<file path="src/rtl/mcpu_ctrl.sv">
`default_nettype none
// ============================================================================
// Module   : mcpu_ctrl
// Purpose  : Multi-cycle Moore control unit for an RV32I core with a shared
//            instruction/data memory port. It sequences fetch, decode,
//            execute, memory and write-back. Memory accesses wait on
//            MIO_ready. A wait counter forces a sticky ERR state when the
//            bus stalls too long.
// Revision : 1.0 - initial release
// ----------------------------------------------------------------------------
// Ports
//   clk         in   rising-edge clock
//   rst         in   asynchronous active-low reset
//   OPcode[4:0] in   inst[6:2]
//   Fun3[2:0]   in   inst[14:12]
//   Fun7        in   inst[30]
//   zero        in   ALU zero flag
//   MIO_ready   in   memory/IO access completes this cycle
//   CPU_MIO     out  memory request
//   MemRW       out  1 = write
//   IorD        out  address select (0 = PC, 1 = ALUOut)
//   IRWrite     out  load IR and OldPC
//   PCWrite     out  load PC
//   PCSource    out  00 ALU, 01 ALUOut, 10 ALU with bit0 cleared
//   ALUSrc_A    out  00 PC, 01 OldPC, 10 rs1, 11 zero
//   ALUSrc_B    out  00 rs2, 01 const 4, 10 immediate
//   ALU_Control out  ALU operation code
//   ImmSel      out  immediate format (I/S/B/J/U)
//   MemtoReg    out  00 ALUOut, 01 MDR, 10 PC
//   RegWrite    out  register file write enable
//   state       out  current state (debug)
//   bus_err     out  sticky error indication, high only in ERR
// ============================================================================
module mcpu_ctrl #(
    parameter int unsigned TIMEOUT = 15,
    parameter int unsigned TO_W    = 4
) (
    input  logic       clk,
    input  logic       rst,
    input  logic [4:0] OPcode,
    input  logic [2:0] Fun3,
    input  logic       Fun7,
    input  logic       zero,
    input  logic       MIO_ready,
    output logic       CPU_MIO,
    output logic       MemRW,
    output logic       IorD,
    output logic       IRWrite,
    output logic       PCWrite,
    output logic [1:0] PCSource,
    output logic [1:0] ALUSrc_A,
    output logic [1:0] ALUSrc_B,
    output logic [3:0] ALU_Control,
    output logic [2:0] ImmSel,
    output logic [1:0] MemtoReg,
    output logic       RegWrite,
    output logic [3:0] state,
    output logic       bus_err
);

    typedef enum logic [3:0] {
        S_IF       = 4'd0,
        S_ID       = 4'd1,
        S_EX_R     = 4'd2,
        S_EX_I     = 4'd3,
        S_EX_MA    = 4'd4,
        S_MEM_RD   = 4'd5,
        S_MEM_WR   = 4'd6,
        S_WB_LD    = 4'd7,
        S_WB_ALU   = 4'd8,
        S_EX_BR    = 4'd9,
        S_EX_JAL   = 4'd10,
        S_EX_JALR  = 4'd11,
        S_EX_LUI   = 4'd12,
        S_EX_AUIPC = 4'd13,
        S_ERR      = 4'd15
    } state_t;

    localparam logic [3:0] ALU_ADD  = 4'b0000;
    localparam logic [3:0] ALU_SLT  = 4'b0010;
    localparam logic [3:0] ALU_SLTU = 4'b0011;
    localparam logic [3:0] ALU_SUB  = 4'b1000;
    localparam logic [3:0] ALU_SRA  = 4'b1101;

    localparam logic [2:0] IMM_I = 3'b000;
    localparam logic [2:0] IMM_S = 3'b001;
    localparam logic [2:0] IMM_B = 3'b010;
    localparam logic [2:0] IMM_J = 3'b011;
    localparam logic [2:0] IMM_U = 3'b100;

    localparam logic [4:0] OP_LOAD   = 5'b00000;
    localparam logic [4:0] OP_STORE  = 5'b01000;
    localparam logic [4:0] OP_R      = 5'b01100;
    localparam logic [4:0] OP_I      = 5'b00100;
    localparam logic [4:0] OP_BRANCH = 5'b11000;
    localparam logic [4:0] OP_JAL    = 5'b11011;
    localparam logic [4:0] OP_JALR   = 5'b11001;
    localparam logic [4:0] OP_LUI    = 5'b01101;
    localparam logic [4:0] OP_AUIPC  = 5'b00101;

    state_t            state_q, state_d;
    logic [TO_W-1:0]   wait_cnt_q, wait_cnt_d;

    logic              waiting;
    logic              timeout_hit;
    logic              br_taken;
    logic              r_legal;
    logic [3:0]        r_op;

    // Unmasked decode; gated with rst at the ports.
    logic       mio, memrw, iord, irwrite, pcwrite, regwrite, err;
    logic [1:0] pcsrc, srca, srcb, memtoreg;
    logic [3:0] aluc;
    logic [2:0] immsel;

    // A wait cycle is any cycle in a memory-access state without MIO_ready.
    assign waiting = (state_q == S_IF || state_q == S_MEM_RD || state_q == S_MEM_WR)
                     && !MIO_ready;

    assign timeout_hit = (TIMEOUT != 0) && (wait_cnt_q == TO_W'(TIMEOUT)) && !MIO_ready;

    // R-type codes: {Fun7,Fun3}; only SUB and SRA are legal with Fun7 set.
    assign r_op    = {Fun7, Fun3};
    assign r_legal = !Fun7 || (r_op == ALU_SUB) || (r_op == ALU_SRA);

    // SUB gives zero on equality; SLT/SLTU give a nonzero result when less.
    always_comb begin
        br_taken = 1'b0;
        case (Fun3)
            3'b000:          br_taken = zero;
            3'b001:          br_taken = !zero;
            3'b100, 3'b110:  br_taken = !zero;
            3'b101, 3'b111:  br_taken = zero;
            default:         br_taken = 1'b0;
        endcase
    end

    always_comb begin
        state_d  = state_q;
        mio      = 1'b0;
        memrw    = 1'b0;
        iord     = 1'b0;
        irwrite  = 1'b0;
        pcwrite  = 1'b0;
        pcsrc    = 2'b00;
        srca     = 2'b00;
        srcb     = 2'b00;
        aluc     = ALU_ADD;
        immsel   = IMM_I;
        memtoreg = 2'b00;
        regwrite = 1'b0;
        err      = 1'b0;

        case (state_q)
            S_IF: begin
                mio  = 1'b1;
                srcb = 2'b01;
                if (MIO_ready) begin
                    irwrite = 1'b1;
                    pcwrite = 1'b1;
                    state_d = S_ID;
                end else if (timeout_hit) begin
                    state_d = S_ERR;
                end
            end
            S_ID: begin
                // OldPC + imm lands in ALUOut for branch/JAL targets.
                srca = 2'b01;
                srcb = 2'b10;
                case (OPcode)
                    OP_STORE:         immsel = IMM_S;
                    OP_BRANCH:        immsel = IMM_B;
                    OP_JAL:           immsel = IMM_J;
                    OP_LUI, OP_AUIPC: immsel = IMM_U;
                    default:          immsel = IMM_I;
                endcase
                case (OPcode)
                    OP_R:               state_d = S_EX_R;
                    OP_I:               state_d = S_EX_I;
                    OP_LOAD, OP_STORE:  state_d = S_EX_MA;
                    OP_BRANCH:          state_d = S_EX_BR;
                    OP_JAL:             state_d = S_EX_JAL;
                    OP_JALR:            state_d = S_EX_JALR;
                    OP_LUI:             state_d = S_EX_LUI;
                    OP_AUIPC:           state_d = S_EX_AUIPC;
                    default:            state_d = S_ERR;
                endcase
            end
            S_EX_R: begin
                srca    = 2'b10;
                srcb    = 2'b00;
                aluc    = r_op;
                state_d = r_legal ? S_WB_ALU : S_ERR;
            end
            S_EX_I: begin
                // inst[30] is an immediate bit except for SRLI/SRAI.
                srca    = 2'b10;
                srcb    = 2'b10;
                aluc    = {Fun7 & (Fun3 == 3'b101), Fun3};
                state_d = S_WB_ALU;
            end
            S_EX_MA: begin
                srca    = 2'b10;
                srcb    = 2'b10;
                immsel  = (OPcode == OP_STORE) ? IMM_S : IMM_I;
                state_d = (OPcode == OP_STORE) ? S_MEM_WR : S_MEM_RD;
            end
            S_MEM_RD: begin
                mio  = 1'b1;
                iord = 1'b1;
                if (MIO_ready)        state_d = S_WB_LD;
                else if (timeout_hit) state_d = S_ERR;
            end
            S_MEM_WR: begin
                mio   = 1'b1;
                iord  = 1'b1;
                memrw = 1'b1;
                if (MIO_ready)        state_d = S_IF;
                else if (timeout_hit) state_d = S_ERR;
            end
            S_WB_LD: begin
                regwrite = 1'b1;
                memtoreg = 2'b01;
                state_d  = S_IF;
            end
            S_WB_ALU: begin
                regwrite = 1'b1;
                state_d  = S_IF;
            end
            S_EX_BR: begin
                srca = 2'b10;
                srcb = 2'b00;
                case (Fun3[2:1])
                    2'b10:   aluc = ALU_SLT;
                    2'b11:   aluc = ALU_SLTU;
                    default: aluc = ALU_SUB;
                endcase
                if (Fun3[2:1] == 2'b01) begin
                    state_d = S_ERR;
                end else begin
                    pcwrite = br_taken;
                    pcsrc   = 2'b01;
                    state_d = S_IF;
                end
            end
            S_EX_JAL: begin
                regwrite = 1'b1;
                memtoreg = 2'b10;
                pcwrite  = 1'b1;
                pcsrc    = 2'b01;
                state_d  = S_IF;
            end
            S_EX_JALR: begin
                // The PC still holds the link value when the RF write lands.
                srca     = 2'b10;
                srcb     = 2'b10;
                pcsrc    = 2'b10;
                pcwrite  = 1'b1;
                regwrite = 1'b1;
                memtoreg = 2'b10;
                state_d  = S_IF;
            end
            S_EX_LUI: begin
                srca    = 2'b11;
                srcb    = 2'b10;
                immsel  = IMM_U;
                state_d = S_WB_ALU;
            end
            S_EX_AUIPC: begin
                srca    = 2'b01;
                srcb    = 2'b10;
                immsel  = IMM_U;
                state_d = S_WB_ALU;
            end
            S_ERR: begin
                err = 1'b1;
            end
            default: begin
                state_d = S_ERR;
            end
        endcase
    end

    // Counter restarts on any state change and saturates so a disabled
    // timeout never wraps.
    always_comb begin
        wait_cnt_d = wait_cnt_q;
        if (state_d != state_q)
            wait_cnt_d = '0;
        else if (waiting && (wait_cnt_q != {TO_W{1'b1}}))
            wait_cnt_d = wait_cnt_q + 1'b1;
    end

    always_ff @(posedge clk or negedge rst) begin
        if (!rst) begin
            state_q    <= S_IF;
            wait_cnt_q <= '0;
        end else begin
            state_q    <= state_d;
            wait_cnt_q <= wait_cnt_d;
        end
    end

    // Reset forces every output low, including the IF fetch request.
    assign CPU_MIO     = rst & mio;
    assign MemRW       = rst & memrw;
    assign IorD        = rst & iord;
    assign IRWrite     = rst & irwrite;
    assign PCWrite     = rst & pcwrite;
    assign RegWrite    = rst & regwrite;
    assign bus_err     = rst & err;
    assign PCSource    = rst ? pcsrc    : 2'b00;
    assign ALUSrc_A    = rst ? srca     : 2'b00;
    assign ALUSrc_B    = rst ? srcb     : 2'b00;
    assign MemtoReg    = rst ? memtoreg : 2'b00;
    assign ALU_Control = rst ? aluc     : 4'b0000;
    assign ImmSel      = rst ? immsel   : 3'b000;
    assign state       = rst ? state_q  : 4'd0;

endmodule
`default_nettype wire

</file>
<file path="config.mk">
export PLATFORM = sky130hd
export DESIGN_NAME = mcpu_ctrl
export DESIGN_NICKNAME = d
export VERILOG_FILES = /design/src/rtl/mcpu_ctrl.sv
export SDC_FILE = /design/constraint.sdc
export NUM_CORES = 1
export LEC_CHECK = 0
export CORE_UTILIZATION = 47
export DETAILED_ROUTE_END_ITERATION = 7
export GPL_ROUTABILITY_DRIVEN = 0
export PLACE_DENSITY = 0.8
export SLEW_MARGIN = 5
export SYNTH_ARGS = -nofsm -noshare
export SYNTH_HDL_FRONTEND = slang
export SYNTH_SLANG_ARGS = --single-unit
</file>
<file path="constraint.sdc">
create_clock -name clk -period 2.2 [get_ports clk]
set_input_delay 0.44 -clock clk [delete_from_list [all_inputs] [get_ports clk]]
set_output_delay 0.44 -clock clk [all_outputs]
set_load 0.005 [all_outputs]
</file>
==> results of run 1 <==
-- per-stage QoR --
| stage | instance area, µm² | hold WS, ns | worst slack, ns | utilization (%) |
|---|---|---|---|---|
| after floorplan | 1241 | 0.1444 | 0.06037 | - |
| after global placement | 2068 | 0.5892 | -0.3842 | 83.48 |
| after detailed placement | 2068 | 0.5872 | -0.4499 | 83.48 |
-- kinds of logic after synthesis --
family / Yosys count / share of synthesized area, %
and+or+nand+nor: 102 / 44.56
AOI/OAI and AO/OA: 41 / 25.51
buffers and inverters: 17 / 6.351
xor gates and xnor gates: 8 / 5.645
DFF: 8 / 16.13
muxes: 1 / 0.8065
adders and majority gates: 1 / 1.008
==> summary.md, run 1 <==
| Metric | Value |
|---|---|
| Status | stopped before the end |
| Total instance count after detailed placement | 297 |
| Summed instance area of the synthesized netlist | 0.001241 mm² |
| Depth of the CTS H-tree | 1 |
| Post-synth top cells | sky130_fd_sc_hd__nand2_1 (23), sky130_fd_sc_hd__nor2_1 (21), sky130_fd_sc_hd__dfrtp_1 (8), sky130_fd_sc_hd__o21ai_0 (8) |
| Share of flip-flops with an asynchronous set or reset after synthesis | 100.0% |
| Cells after synthesis | 178 |
| Post-CTS Resized | 89 |
| Post-CTS setup-driven buffer insertion count | 24 |
| Count leader, synth | sky130_fd_sc_hd__nand2_1 |
| Total number of placement rows | 18 |
| CTS buffer count | 3 |
| Mapped Avg Cell Area | 6.973 µm² |
| Number of unique standard cell types used by synthesis | 56 |
| Primary flip-flop cell chosen by synthesis mapping | sky130_fd_sc_hd__dfrtp_1 |
| Number of nets produced by synthesis | 192 |
| DIE WIDTH | 53.39 µm |
| Chip height | 53.39 µm |
| Port-buffer cells | 38 |
| Sinks on Clock Net | 8 |
| Failed at | clock tree synthesis |
| Count of yosys warnings during synthesis | 0 |
| Post-CTS Hold Fix Bufs | 0 |
| IO Pins | 39 |
| Sequential share of the synthesized area | 16.13% |
| Root Driver | sky130_fd_sc_hd__clkbuf_4 |
| Detailed Place HPWL | 3769 µm |
| Run-stopping error | [ERROR DPL-0033] detailed placement checks failed during check placement. |
| Effective utilization at floorplan | 50.10% |
| Top-area cell type share of the netlist area | 16.13% |
| Bufs on Longest Clock Path | 2 |
| Number of flops mapped to enable cells by yosys | 0 |
| Post-synthesis sequential element count | 8 |
| Yosys top cell by area | sky130_fd_sc_hd__dfrtp_1 |
| Leading cell types by total area after synthesis | sky130_fd_sc_hd__dfrtp_1 (16%), sky130_fd_sc_hd__nand2_1 (7.0%), sky130_fd_sc_hd__nor2_1 (6.4%), sky130_fd_sc_hd__and2_1 (3.5%), sky130_fd_sc_hd__o21ai_0 (3.2%) |
==> run 2: changes to the inputs <==
--- a/config.mk
+++ b/config.mk
@@ -5,10 +5,11 @@
 export SDC_FILE = /design/constraint.sdc
 export NUM_CORES = 1
 export LEC_CHECK = 0
-export CORE_UTILIZATION = 47
+export CORE_AREA = 2 2 63 65
 export DETAILED_ROUTE_END_ITERATION = 7
+export DIE_AREA = 0 0 65 67
 export GPL_ROUTABILITY_DRIVEN = 0
-export PLACE_DENSITY = 0.8
+export PLACE_DENSITY_LB_ADDON = 0.15
 export SLEW_MARGIN = 5
 export SYNTH_ARGS = -nofsm -noshare
 export SYNTH_HDL_FRONTEND = slang
==> summary.md, run 2 <==
| Metric | Value |
|---|---|
| Transition time at the pin with the least slew margin | 0.3452 ns |
| RSZ-0062 raised after global routing | true |
| Number of violations reported at the end of detailed-routing iteration 0 | 136 |
| Primary flip-flop cell chosen by synthesis mapping | sky130_fd_sc_hd__dfrtp_1 |
| Slowest library cell on the worst path | sky130_fd_sc_hd__dfrtp_2 |
| Area Growth Syn to Fin | 101.3% |
| Post-CTS Hold Fix Bufs | 0 (unchanged) |
| Worst setup path category | flip-flop to flip-flop |
| Power Internal | 0.001699 W |
| Share of flip-flops with an asynchronous set or reset after synthesis | 100.0% (unchanged) |
| Detail-routed via count per cell | 5.447 |
| Pin count of the biggest net entering global routing | 12 |
| Overall fraction of global-route tracks in use | 24.61% |
| Number of nets produced by synthesis | 192 (unchanged) |
| Number of global-route vias before repair | 1897 |
| Sinks on Clock Net | 8 (unchanged) |
| Depth of the CTS H-tree | 1 (unchanged) |
| Cells after synthesis | 178 (unchanged) |
| Number of pins exceeding their max-slew limit in the final report | 0 |
| Flop pwr share | 8.4% |
| Setup slack at placement | -0.4990 ns (-0.04916 ns) |
| Switching part of the total power | 43.73% |
| Sequential share of the synthesized area | 16.13% (unchanged) |
| Mapped Avg Cell Area | 6.973 µm² (unchanged) |
| DIE WIDTH | 65 µm (+22%) |
| Number of antenna violations at the first check in global routing | 0 |
| Number of setup violations in the final report | 6 |
| Bufs on Longest Clock Path | 2 (unchanged) |
| TritonCTS clock tree | done |
| Effective utilization at floorplan | 34.42% (-16 points) |
| Relative slew margins | 76.96% |
| Total number of placement rows | 22 (+4) |
| Relative contribution of the clock network to total power | 5.7% |
| Count leader, synth | sky130_fd_sc_hd__nand2_1 |
| Leakage Power | 1.180 nW |
| Critical-path maximum fanout | 4 |
| Antenna diode instance count | 0 |
| Drt total wl | 5413 µm |
| Uppermost metal layer occupied by signal nets | met4 |
| Failing checks | setup timing |
| Overall power of the completed layout | 0.003019 W |
| Tightest Hold Check Type | input port to asynchronous set/reset pin |
| Top-area cell type share of the netlist area | 16.13% (unchanged) |
| IO Pins | 39 (unchanged) |
| Final standard cell area without fillers | 0.002499 mm² |
| Final cycle utilization of the critical path | 106.9% |
| CTS buffer count | 3 (unchanged) |
| Number of flops mapped to enable cells by yosys | 0 (unchanged) |
| Final count of hold timing violations | 0 |
| Final Critical Period | 2.352 ns |
| Post-layout worst setup margin | -0.1524 ns |
| Chain of cells forming the critical path | buf_6, buf_4, buf_4, xor2_1, or2_1, o221ai_2, and3_4, nor4_2, buf_4, nor3_2 |
| Post-synth top cells | sky130_fd_sc_hd__nand2_1 (23), sky130_fd_sc_hd__nor2_1 (21), sky130_fd_sc_hd__dfrtp_1 (8), sky130_fd_sc_hd__o21ai_0 (8) |
| Root Driver | sky130_fd_sc_hd__clkbuf_8 |
| Summed instance area of the synthesized netlist | 0.001241 mm² (unchanged) |
| Cell area power density | 1208 mW/mm² |
| Fill cell instance count of the final layout | 303 |
| CP dominant cell by count | sky130_fd_sc_hd__buf_4 |
| Floorplan die area | 0.004355 mm² |
| Wire length of the first global-routing pass | 8604 µm |
| Most common library cell in the layout ignoring fill and taps | sky130_fd_sc_hd__buf_4 |
| Final net count | 310 |
| Vias after detailed routing | 1863 |
| Commonest cells after routing, fill and taps aside | sky130_fd_sc_hd__buf_4 (73), sky130_fd_sc_hd__nand2_1 (20), sky130_fd_sc_hd__dlygate4sd2_1 (20), sky130_fd_sc_hd__nor2_1 (15), sky130_fd_sc_hd__buf_6 (11) |
| Setup TNS Final | -0.5888 ns |
| Type of element launching the critical path | flip-flop |
| TritonRoute pass-1 iters | 4 |
| Post-DP Area | 0.002103 mm² (+1.7%) |
| Detailed-routed wire length on met3 | 239 µm |
| Worst hold slack | 0.4112 ns |
| Number of max-cap violations | 0 |
| Met2 WL | 2851 µm |
| Floorplan core area | 0.003606 mm² |
| Layout cells sized above 1 | 48.30% |
| Post-route clock skew | 0.001958 ns |
| Net switching power of the design | 0.001320 W |
| Arrival time of the worst setup path | 2.49 ns |
| Detailed-route wire length per cell | 15.83 µm |
| Required time worst endpoint | 2.34 ns |
| Regs by FF count | state_q (4), wait_cnt_q (4) |
| DRC viols | 0 |
| Met1 Routed Length | 2278 µm |
| Count of yosys warnings during synthesis | 0 (unchanged) |
| Combinational fraction of design power | 85.9% |
| Post-route ant nets | 0 |
| Later-pin clock latency in the skew report | 0.23 ns |
| Clock slew seen by the registers of the worst setup and hold paths | 0.04 ns |
| Total global routing overflow | 0 |
| Port-buffer cells | 38 (unchanged) |
| IR drop worst, VDD | 0.9364 mV |
| Delay contributed by the slowest stage of the critical path | 0.42 ns |
| Yosys top cell by area | sky130_fd_sc_hd__dfrtp_1 |
| Timing-limited maximum frequency | 0.4251 GHz |
| Leading cell types by total area after synthesis | sky130_fd_sc_hd__dfrtp_1 (16%), sky130_fd_sc_hd__nand2_1 (7.0%), sky130_fd_sc_hd__nor2_1 (6.4%), sky130_fd_sc_hd__and2_1 (3.5%), sky130_fd_sc_hd__o21ai_0 (3.2%) |
| Post-synthesis sequential element count | 8 (unchanged) |
| Status | complete, but fails checks |
| Crit path capture type | flip-flop |
| Chip height | 67 µm (+25%) |
| Number of unique standard cell types used by synthesis | 56 (unchanged) |
| Detailed Place HPWL | 3824 µm (+1.5%) |
run 2: cell families after synthesis:
| family | count (synthesis) | share of synthesized area (%) |
|---|---|---|
| AOI/OAI and AO/OA | 41 | 25.51 |
| muxes | 1 | 0.8065 |
| adders and majority gates | 1 | 1.008 |
| buffers and inverters | 17 | 6.351 |
| and+or+nand+nor | 102 | 44.56 |
| DFF | 8 | 16.13 |
| xor gates and xnor gates | 8 | 5.645 |
run 2: area by class of cell:
cell class / count / area, µm² / share of cell area [%]
Sequential cell: 8 / 203.9 / 8.162
Inverter: 6 / 25.02 / 1.002
Clock buffer: 3 / 41.29 / 1.652
Tap cell: 48 / 60.06 / 2.404
Multi-Input combinational cell: 153 / 1131 / 45.27
Timing Repair Buffer: 124 / 1037 / 41.51
run 2: critical path: cells and delay by family, from the launching register on:
kind,cells,cell delay (ns)
and+or+nand+nor,4,0.82
DFF,1,0.42
buffers and inverters,4,0.57
AOI/OAI and AO/OA,1,0.30
xor gates and xnor gates,1,0.15
run 2: repair_timing:
| action | CTS | global route |
|---|---|---|
| gates resized for setup | 74 | 35 |
| pin swaps | 16 | 12 |
| setup buffers | 15 | 9 |
| endpoints found under the setup margin | 29 | 14 |
run 2: final timing paths:
| kind | start | to | slack, ns | depth (start not counted) |
|---|---|---|---|---|
| max | state_q[1] | wait_cnt_q[3] | -0.15 | 10 |
| min | rst | state_q[2] | 0.41 | 3 |
| max reg2reg | state_q[1] | wait_cnt_q[3] | -0.15 | 10 |
| min reg2reg | wait_cnt_q[1] | wait_cnt_q[1] | 0.61 | 2 |
| max in group asynchronous | rst | wait_cnt_q[3] | 1.55 | 4 |
| min in group clk | wait_cnt_q[1] | wait_cnt_q[1] | 0.61 | 2 |
run 2: layer usage:
layer,up-vias,GRT usage [%]
li1,897,-
met1,894,30.00
met2,66,46.13
met3,6,2.196
met4,0,6.117
met5,-,0
run 2: per-stage QoR:
step / std cells / utilization, %
6_report: 342 / 69.29
5_1_grt: 342 / 69.29
4_1_cts: 333 / 65.79
3_5_place_dp: 315 / 58.33
3_3_place_gp: 315 / 58.33
2_1_floorplan: 178 / -
run 2: power groups by stage:
stage / clock (W) / combinational, W / sequential (W)
CTS: 0.000176 / 0.00233 / 0.000252
detailed placement: 0 / 0.00195 / 0.000262
finish: 0.000172 / 0.00259 / 0.000255
global placement: 0 / 0.00190 / 0.000258
global route: 0.000183 / 0.00278 / 0.000257
floorplan: 0 / 0.00101 / 0.000218
No activity file was read; power rests on OpenSTA's default activity.
==> run 3: changes to the inputs <==
--- a/config.mk
+++ b/config.mk
@@ -8,7 +8,6 @@
 export CORE_AREA = 2 2 63 65
 export DETAILED_ROUTE_END_ITERATION = 7
 export DIE_AREA = 0 0 65 67
-export GPL_ROUTABILITY_DRIVEN = 0
 export PLACE_DENSITY_LB_ADDON = 0.15
 export SLEW_MARGIN = 5
 export SYNTH_ARGS = -nofsm -noshare
==> summary.md, run 3 (synthesis gave the netlist of run 2 again) <==
| Metric | Value |
|---|---|
| Most common library cell in the layout ignoring fill and taps | sky130_fd_sc_hd__buf_4 |
| Later-pin clock latency in the skew report | 0.22 ns (about the same) |
| TritonCTS clock tree | done |
| Critical-path maximum fanout | 4 (unchanged) |
| Depth of the CTS H-tree | 1 (unchanged) |
| Worst path bufs/invs | 2 (-2) |
| Cell area power density | 1232 mW/mm² (+1.9%) |
| Post-route ant nets | 0 (unchanged) |
| Regs by FF count | state_q (4), wait_cnt_q (4) |
| Wire length of the first global-routing pass | 9308 µm (+8.2%) |
| Delay contributed by the slowest stage of the critical path | 0.56 ns (+0.14 ns) |
| RSZ-0062 raised after global routing | true |
| Required time worst endpoint | 2.34 ns (about the same) |
| Pin count of the biggest net entering global routing | 11 (-1) |
| Type of element launching the critical path | flip-flop |
| Launching instance or port of the critical path | state_q[3] |
| Transition time at the pin with the least slew margin | 0.4694 ns (+0.1241 ns) |
| Detailed Place HPWL | 3756 µm (-1.8%) |
| Antenna diode instance count | 0 (unchanged) |
| CTS buffer count | 3 (unchanged) |
| Detailed-route wire length per cell | 17.07 µm (+7.9%) |
| Detail-routed via count per cell | 5.668 (+4.0%) |
| Effective utilization at floorplan | 34.42% (unchanged) |
| Relative slew margins | 68.27% (-8.7 points) |
| Number of pins exceeding their max-slew limit in the final report | 0 (unchanged) |
| Worst setup path category | flip-flop to flip-flop |
| CP dominant cell by count | sky130_fd_sc_hd__buf_6 |
| Setup TNS Final | -0.6678 ns (-0.07906 ns) |
| Vias after detailed routing | 1978 (+6.2%) |
| Setup slack at placement | -0.5023 ns (-0.003308 ns) |
| Slowest library cell on the worst path | sky130_fd_sc_hd__or4b_4 |
| Post-CTS Hold Fix Bufs | 0 (unchanged) |
| Final standard cell area without fillers | 0.002678 mm² (+7.2%) |
| Drt total wl | 5959 µm (+10%) |
| Floorplan die area | 0.004355 mm² (unchanged) |
| Non-filler cells in the finished layout | 349 (+2.0%) |
| Global placement routability congestion | 0.8613 |
| Origin of the critical flop-to-flop path | state_q[3] |
| IR drop worst, VDD | 0.9001 mV (-3.9%) |
| Gate family responsible for the most delay along the worst path | simple AND/OR/NAND/NOR gates |
| Final cycle utilization of the critical path | 107.7% (+0.74 points) |
| Overall power of the completed layout | 0.003298 W (+9.2%) |
| DIE WIDTH | 65 µm (unchanged) |
| Number of global-route vias before repair | 1937 (+2.1%) |
| Port-buffer cells | 38 (unchanged) |
| Total number of placement rows | 22 (unchanged) |
| Total instance count after detailed placement | 316 (+0.32%) |
| Commonest cells after routing, fill and taps aside | sky130_fd_sc_hd__buf_4 (75), sky130_fd_sc_hd__nand2_1 (19), sky130_fd_sc_hd__nor2_1 (15), sky130_fd_sc_hd__buf_6 (15), sky130_fd_sc_hd__dlygate4sd2_1 (13) |
| Root Driver | sky130_fd_sc_hd__clkbuf_8 |
| Failing checks | setup timing |
| Post-route clock skew | 0.004594 ns (+0.002637 ns) |
| Number of violations reported at the end of detailed-routing iteration 0 | 90 (-34%) |
| Final net count | 317 (+2.3%) |
| TritonRoute pass-1 iters | 4 (unchanged) |
| Clock slew seen by the registers of the worst setup and hold paths | 0.04 ns (about the same) |
| Area Growth Syn to Fin | 115.7% |
| Bufs on Longest Clock Path | 2 (unchanged) |
| Crit path capture type | flip-flop |
| Chain of cells forming the critical path | buf_6, or4b_4, buf_6, a221oi_2, nor2b_2, and3_4, o311a_4, nor3_4 |
| DRC viols | 0 (unchanged) |
| Number of antenna violations at the first check in global routing | 0 (unchanged) |
| Post-DP Area | 0.002111 mm² (+0.36%) |
| Layout cells sized above 1 | 54.82% (+6.5 points) |
| Sinks on Clock Net | 8 (unchanged) |
| Tightest Hold Check Type | input port to asynchronous set/reset pin |
| Timing-limited maximum frequency | 0.4222 GHz (-0.68%) |
| Arrival time of the worst setup path | 2.51 ns (+0.02 ns) |
| Total global routing overflow | 0 (unchanged) |
| Leakage Power | 1.292 nW (+9.5%) |
| Number of max-cap violations | 0 (unchanged) |
| Post-layout worst setup margin | -0.1686 ns (-0.01621 ns) |
| Final Critical Period | 2.369 ns (+0.01621 ns) |
| Overall fraction of global-route tracks in use | 27.33% (+2.7 points) |
| Chip height | 67 µm (unchanged) |
| IO Pins | 39 (unchanged) |
| Floorplan core area | 0.003606 mm² (unchanged) |
| Number of setup violations in the final report | 6 (unchanged) |
| Status | complete, but fails checks |
| Final count of hold timing violations | 0 (unchanged) |
[run 3: changes by cell type in the layout (fill, tap and decap cells not counted), sizes merged]
cell | previous run | this run
clkdlybuf4s15 | 0 | 2
buf | 89 | 97
dlygate4sd2 | 20 | 13
dlymetal6s2s | 4 | 7
clkdlybuf4s50 | 6 | 7
[run 3: timing repair]
action | 4_1_cts | 5_1_grt
setup endpoints to repair | 29 | 12
setup buffers | 23 | 6
pin swaps | 18 | 27
resized for setup | 84 | 55
gates cloned | 1 | 0
[run 3: path summary, 6_finish.rpt]
check	to	slack (ns)	cells after the start
min	state_q[0]	0.39	3
min reg2reg	wait_cnt_q[1]	0.62	2
max in group asynchronous	state_q[2]	1.55	4
max	wait_cnt_q[0]	-0.17	8
min in group clk	wait_cnt_q[1]	0.62	2
max reg2reg	wait_cnt_q[0]	-0.17	8
[run 3: layer usage]
metal  global-route usage [%]  part of all wire [%]  vias up
met2                    49.61                    51       93
met5                        0                     0        -
met4                    12.50                   2.4        0
li1                         -                     -      912
met3                    2.703                   5.6       20
met1                    32.28                    41      953
[run 3: worst register-to-register path, cell delays in order, from the launching register on]
cell,delay (ns)
sky130_fd_sc_hd__dfrtp_2,0.43
sky130_fd_sc_hd__buf_6,0.13
sky130_fd_sc_hd__or4b_4,0.56
sky130_fd_sc_hd__buf_6,0.14
sky130_fd_sc_hd__a221oi_2,0.19
sky130_fd_sc_hd__nor2b_2,0.09
sky130_fd_sc_hd__and3_4,0.16
sky130_fd_sc_hd__o311a_4,0.39
sky130_fd_sc_hd__nor3_4,0.19
[run 3: through the flow]
step | hold slack [ns] | utilization (%)
2_1_floorplan | 0.1444 | -
3_3_place_gp | 0.5738 | 58.54
3_5_place_dp | 0.6036 | 58.54
4_1_cts | 0.3889 | 68.49
5_1_grt | 0.4250 | 74.25
6_report | 0.3936 | 74.25
[run 3: layout make-up]
class                      instances  area, µm²
clock buffer                       3      41.29
fill                             259      928.4
inverter                           6      25.02
multi-input combinational        153       1239
sequential                         8      203.9
tap                               48      60.06
timing repair buffer             131       1109
[run 3: report_power, final]
| group | leakage, nW | internal, W | total, W | switching [W] |
|---|---|---|---|---|
| clock | 0.0216 | 0.000118 | 0.000171 | 0.0000529 |
| combinational | 1.17 | 0.00152 | 0.00288 | 0.00136 |
| sequential | 0.102 | 0.000194 | 0.000250 | 0.0000559 |
